## config.mk

```make
export PLATFORM = sky130hd
export DESIGN_NAME = fetch_pc_gen
export DESIGN_NICKNAME = d
export VERILOG_FILES = /design/src/rtl/fetch_pc_gen.sv
export SDC_FILE = /design/constraint.sdc
export NUM_CORES = 1
export LEC_CHECK = 0
export CAP_MARGIN = 0
export CELL_PAD_IN_SITES_DETAIL_PLACEMENT = 0
export CELL_PAD_IN_SITES_GLOBAL_PLACEMENT = 1
export CORE_MARGIN = 4
export CORE_UTILIZATION = 28
export DETAILED_ROUTE_END_ITERATION = 8
export PLACE_DENSITY_LB_ADDON = 0.15
export SLEW_MARGIN = 20
export SYNTH_ARGS = -nofsm -noshare
export SYNTH_HDL_FRONTEND = slang
export SYNTH_SLANG_ARGS = --single-unit
```

## constraint.sdc

```tcl
create_clock -name clk -period 3.81 [get_ports clk]
set_input_delay 0.762 -clock clk [delete_from_list [all_inputs] [get_ports clk]]
set_output_delay 0.762 -clock clk [all_outputs]
set_load 0.005 [all_outputs]
```

## src/rtl/fetch_pc_gen.sv

```systemverilog
// Two-wide fetch PC generator. Produces the fetch group PCs and NPCs for the I-cache and
// branch predictor. The next PC comes from a ROB redirect, a predicted-taken target or PC+8.
module fetch_pc_gen #(
    parameter logic [63:0] RESET_PC = 64'h0,
    parameter int unsigned CNT_W    = 32
) (
    input  logic             clk,
    input  logic             reset,
    input  logic             if_stall,
    input  logic             rob_mispredict,
    input  logic [63:0]      rob_target,
    input  logic [1:0]       bp_ptaken,
    input  logic [127:0]     bp_paddress,
    output logic [127:0]     if_pc,
    output logic [127:0]     if_npc,
    output logic [1:0]       if_valid,
    output logic [CNT_W-1:0] fetch_count
);

    typedef enum logic [1:0] {StBoot, StRun, StFlush} state_e;

    state_e           state_q, state_d;
    logic [63:0]      pc_q, pc_d;
    logic [CNT_W-1:0] cnt_q, cnt_d;
    logic [1:0]       grp_cnt;

    always_ff @(posedge clk or negedge reset) begin
        if (!reset) begin
            state_q <= StBoot;
            pc_q    <= RESET_PC;
            cnt_q   <= '0;
        end else begin
            state_q <= state_d;
            pc_q    <= pc_d;
            cnt_q   <= cnt_d;
        end
    end

    always_comb begin
        if_pc    = {pc_q + 64'd4, pc_q};
        if_npc   = {pc_q + 64'd8, pc_q + 64'd4};
        if_valid = 2'b00;
        if (state_q == StRun) begin
            // Slot 2 is dropped when slot 1 is predicted taken.
            if_valid = {~bp_ptaken[0], 1'b1};
        end
        grp_cnt = {1'b0, if_valid[0]} + {1'b0, if_valid[1]};
    end

    always_comb begin
        state_d = state_q;
        pc_d    = pc_q;
        cnt_d   = cnt_q;
        if (rob_mispredict) begin
            pc_d    = {rob_target[63:2], 2'b00};
            state_d = StFlush;
        end else begin
            case (state_q)
                StBoot, StFlush: begin
                    state_d = StRun;
                end
                StRun: begin
                    if (!if_stall) begin
                        cnt_d = cnt_q + CNT_W'(grp_cnt);
                        if (bp_ptaken[0]) begin
                            pc_d = {bp_paddress[63:2], 2'b00};
                        end else if (bp_ptaken[1]) begin
                            pc_d = {bp_paddress[127:66], 2'b00};
                        end else begin
                            pc_d = pc_q + 64'd8;
                        end
                    end
                end
                default: begin
                    state_d = StBoot;
                end
            endcase
        end
    end

    assign fetch_count = cnt_q;

endmodule
```

After elaboration in Yosys (flattened, before gate mapping)
Index checks and enable logic that the tools add are counted.

Word-level logic and storage cells: 27. RAM bits: 0. Latch bits: 0. Output and inout port bits: 290. Bits of input ports: 198. ROM bits: 0. Memories kept: 0. Flip-flop bits (word level): 98.

Bitwise logic cells: 3. Add/sub/neg operators: 4. Div/mod/pow operators: 0. Mux-type cells: 8. Multipliers: 0. $lt $le $gt $ge: 0. Shift-type cells: 0. Equal/unequal tests: 4. Reduce and logical (&&, ||, !) cells: 5.

Operator list (number): 64-bit two-way mux (5); 64-bit by 3-bit adder with 64-bit output (second input constant) (1); 64-bit by 4-bit adder with 64-bit output (second input constant) (1); 32-bit by 2-bit adder with 32-bit output (1); 2-bit two-way mux (2); 2-bit one-hot mux with 2 select lines (1); 1-bit NOT (3); 3-bit AND reduction (1); 1-bit by 1-bit adder with 2-bit output (1); 2-bit by 1-bit == test with 1-bit output (second input constant) (1); 2-bit == test (second input constant) (1); 2-bit zero test (1); 2-bit by 1-bit inequality test with 1-bit output (second input constant) (1); 2-bit inequality test (second input constant) (1); 2-bit AND reduction (1); 2-bit nonzero test (1); 2-bit OR reduction (1).

Depth between registers and ports, before layout
Depth after elaboration: 6. Gate-level depth with buffers: 12. Mapped depth without buffers: 9.

Worst setup path after synthesis
Ideal clock, no wire load.

Path type: reg-to-output. Start point: reg pc_q[4]. End point: out if_pc[113]. Cell stages (with the launch flop): 10. Path buffers: 2. Setup slack: 0.782 ns. Data arrival time: 2.266 ns. Required time: 3.048 ns. Path through: dfrtp_1 > ha_1 > nand3_1 > nor3_1 > nand4_1 > buf_2 > nor4_1 > nand2_1 > xnor2_1 > buf_4.

Cells in the longest elaborated chain, start to end: 1.

RTL lines: from (decl) (RTL line 23) `logic [63:0] pc_q, pc_d;`; from (signal assigned) (RTL line 34) `pc_q <= pc_d;`; 64-bit by 3-bit adder with 64-bit output; to (decl) (RTL line 14) `output logic [127:0] if_pc,`.

No other way between the ends.

Worst setup path in the final report
Start point: reg pc_q[2]. End point: out if_npc[11].

Cells in the longest elaborated chain, start to end: 1.

RTL lines: 64-bit by 3-bit adder with 64-bit output (RTL line 41) `if_npc = {pc_q + 64'd8, pc_q + 64'd4};`; to (decl) (RTL line 15) `output logic [127:0] if_npc,`.

No other way between the ends.

==> out/results.ini <==
[placed_design]
gp_congestion = 0.899
port_buffers = 473
hpwlAfterDp_um = 38800
place_area_sq_um = 14100
place_ws_ps = 13.3

[drt]
drt_first_pass_iters = 5
viasPerCell = 5.23
wl_um = 49900
ant_nets = 0
drc = 0
first_iter_violations = 644
avgRoutedWirePerCell_um = 24.4
vias = 10700

[worst_setup_path]
rrSetupSlack_ps = 1110
start_kind = register
path_max_fanout = 20
critPathCaptureType = output pin
critical_path_class = reg2out
worst-r2r-cell-count = 10
crit_required_ps = 3050
arrival_ps = 2980

[timing]
worstMarginPinSlew_ps = 821
setup_viol = 0
setup_ws_ps = 70.1
rsz0062_at_grt = true
slew_violations = 0
fmax_mhz = 267
hold_viol = 0
timing.final.crit_share_pct = 98.2
fin_crit_ps = 3740
maxSlewHeadroom_pct = 45.3
finClkSkew_ps = 15.7

[final_layout]
drive_gt1_share_pct = 14.5
diodes = 0
syn_to_final_growth_pct = 64.7
multi_input_area_sq_um = 5870
fin_area_sq_um = 15000
final_core_util_pct = 47.1
seq_area_sq_um = 2420
n_fill_cell = 3185
layout.nets = 1808

[job]
max_cap_violations = 0

[floorplan]
die_y_um = 188
coreArea_sq_um = 31800
dieWidth_um = 188
rows = 65
initial_utilization_pct = 28.6
ios = 488
dieArea_sq_um = 35400

[clock_tree]
cts_hold_buf = 0
cts_tree = yes
cts-root-buf = clkbuf_16
htreeDepth = 3
clk_pin_slew_ps = 90
clock_sinks = 96
clockBufferDepth = 2
clk_latency_ps = 360
cts_buffers = 9

[yosys]
yosys-top-cells-count = nand2_1 (116), nor2_1 (100), dfrtp_1 (96), o21ai_0 (91), xnor2_1 (89)
ys_seq_area_share_pct = 26.4
synth_area_leaders = dfrtp_1 (26%), xnor2_1 (8.6%), buf_4 (6.6%)
netlist_area_sq_um = 9090
syn_inst = 1175
avgSynthCellArea_sq_um = 7.73
synth_top_flop_cell = dfrtp_1
ys_ff_latch = 96
yosysMostFrequentCell = nand2_1
synth_cell_types = 76
synth_edf_count = 0
yosysTopAreaCellShare_pct = 26.4
yosysTopAreaCell = dfrtp_1
synth_warnings = 0
ys_async_sr_fraction_pct = 100

[global_routing]
antenna_found_initial = 2
grt_remaining_overflow = 0
grt_first_pass_wirelength_um = 72100
grt_use_total_pct = 26.9
grt_pass1_vias = 10800
grt_max_degree = 69

[power_and_ir_drop]
powerDensity_nw_per_um2 = 280
fin_total_pwr_mw = 4.19
peakVddDrop_mv = 0.203
p_leak_nw = 6.00

[outcome]
outcome = finished, final reports clean

[min_path]
hold_class = in2async

==> final cells by class <==
type / count / share of cell area, %
Multi-Input combinational cell: 881 / 39.2
Timing Repair Buffer: 593 / 38.3
Sequential cell: 96 / 16.2
Tap cell: 435 / 3.64
Clock buffer: 9 / 1.50
Inverter: 25 / 0.627
Clock inverter: 7 / 0.594
==> critical path, stage by stage (launching register included) <==
cell and delay, ps:
dfrtp_1 360, buf_4 380, inv_1 410, or3_1 480, xnor2_1 370, clkdlybuf4s50_1 590
==> metrics by stage <==
stage | cells | TNS, ps | hold slack [ps]
2_1_floorplan | 1182 | 0 | 454
3_3_place_gp | 2011 | 0 | 461
3_5_place_dp | 2011 | 0 | 466
4_1_cts | 2036 | -10.8 | 479
5_1_grt | 2046 | -365 | 502
6_report | 2046 | 0 | 447
==> layer usage <==
layer | part of all wire (%) | track usage (%) | wire length [um] | vias up
li1 | - | - | - | 4962
met1 | 42 | 33.7 | 20700 | 5194
met2 | 49 | 46.3 | 24300 | 489
met3 | 8.1 | 7.61 | 4030 | 45
met4 | 1.6 | 5.36 | 794 | 4
met5 | 0.044 | 0 | 22 | -
==> flip-flops by register name, summed over array words and instances, names as in the netlist <==
register / count
fetch_count: 32
pc_q: 62
state_q: 2
==> final timing paths <==
check,from,endpoint
setup / recovery,pc_q[2],if_npc[11]
setup reg to reg,state_q[1],fetch_count[25]
max in group asynchronous,reset,pc_q[44]
min in group clk,fetch_count[31],fetch_count[31]
hold reg to reg,fetch_count[31],fetch_count[31]
hold / removal,reset,fetch_count[26]
==> report_power, final <==
group | leakage, nW | internal [mW] | switching, mW
clock | 0.153 | 0.481 | 0.545
sequential | 1.18 | 1.11 | 0.140
combinational | 4.66 | 1.07 | 0.838
==> kinds of logic after synthesis <==
logic type	share of synthesized area, %
AND/OR/NAND/NOR	22.7
AO/OA/AOI/OAI	21.6
buffers and inverters	13.1
XOR/XNOR	14.4
flip-flops	26.4
multiplexers	1.13
adder cells (fa/ha/maj)	0.633
other	0.0413
==> timing repair <==
action	in CTS	in global routing
resized for setup	34	68
pin swaps	4	15
cloned	0	0
buffers inserted	9	10
endpoints found under the setup margin	95	81
hold endpoints to repair	0	0
==> cells in the final DEF (no fill, tap or decap), types with 24 or more instances in the layout <==
master / n
a21oi_1: 65
buf_4: 115
clkdlybuf4s50_1: 449
dfrtp_1: 80
inv_1: 24
nand2_1: 116
nand3_1: 39
nand4_1: 41
nor2_1: 90
nor3_1: 26
o21ai_0: 91
xnor2_1: 80
xor2_1: 57
Power figures use the tool's default switching activity.
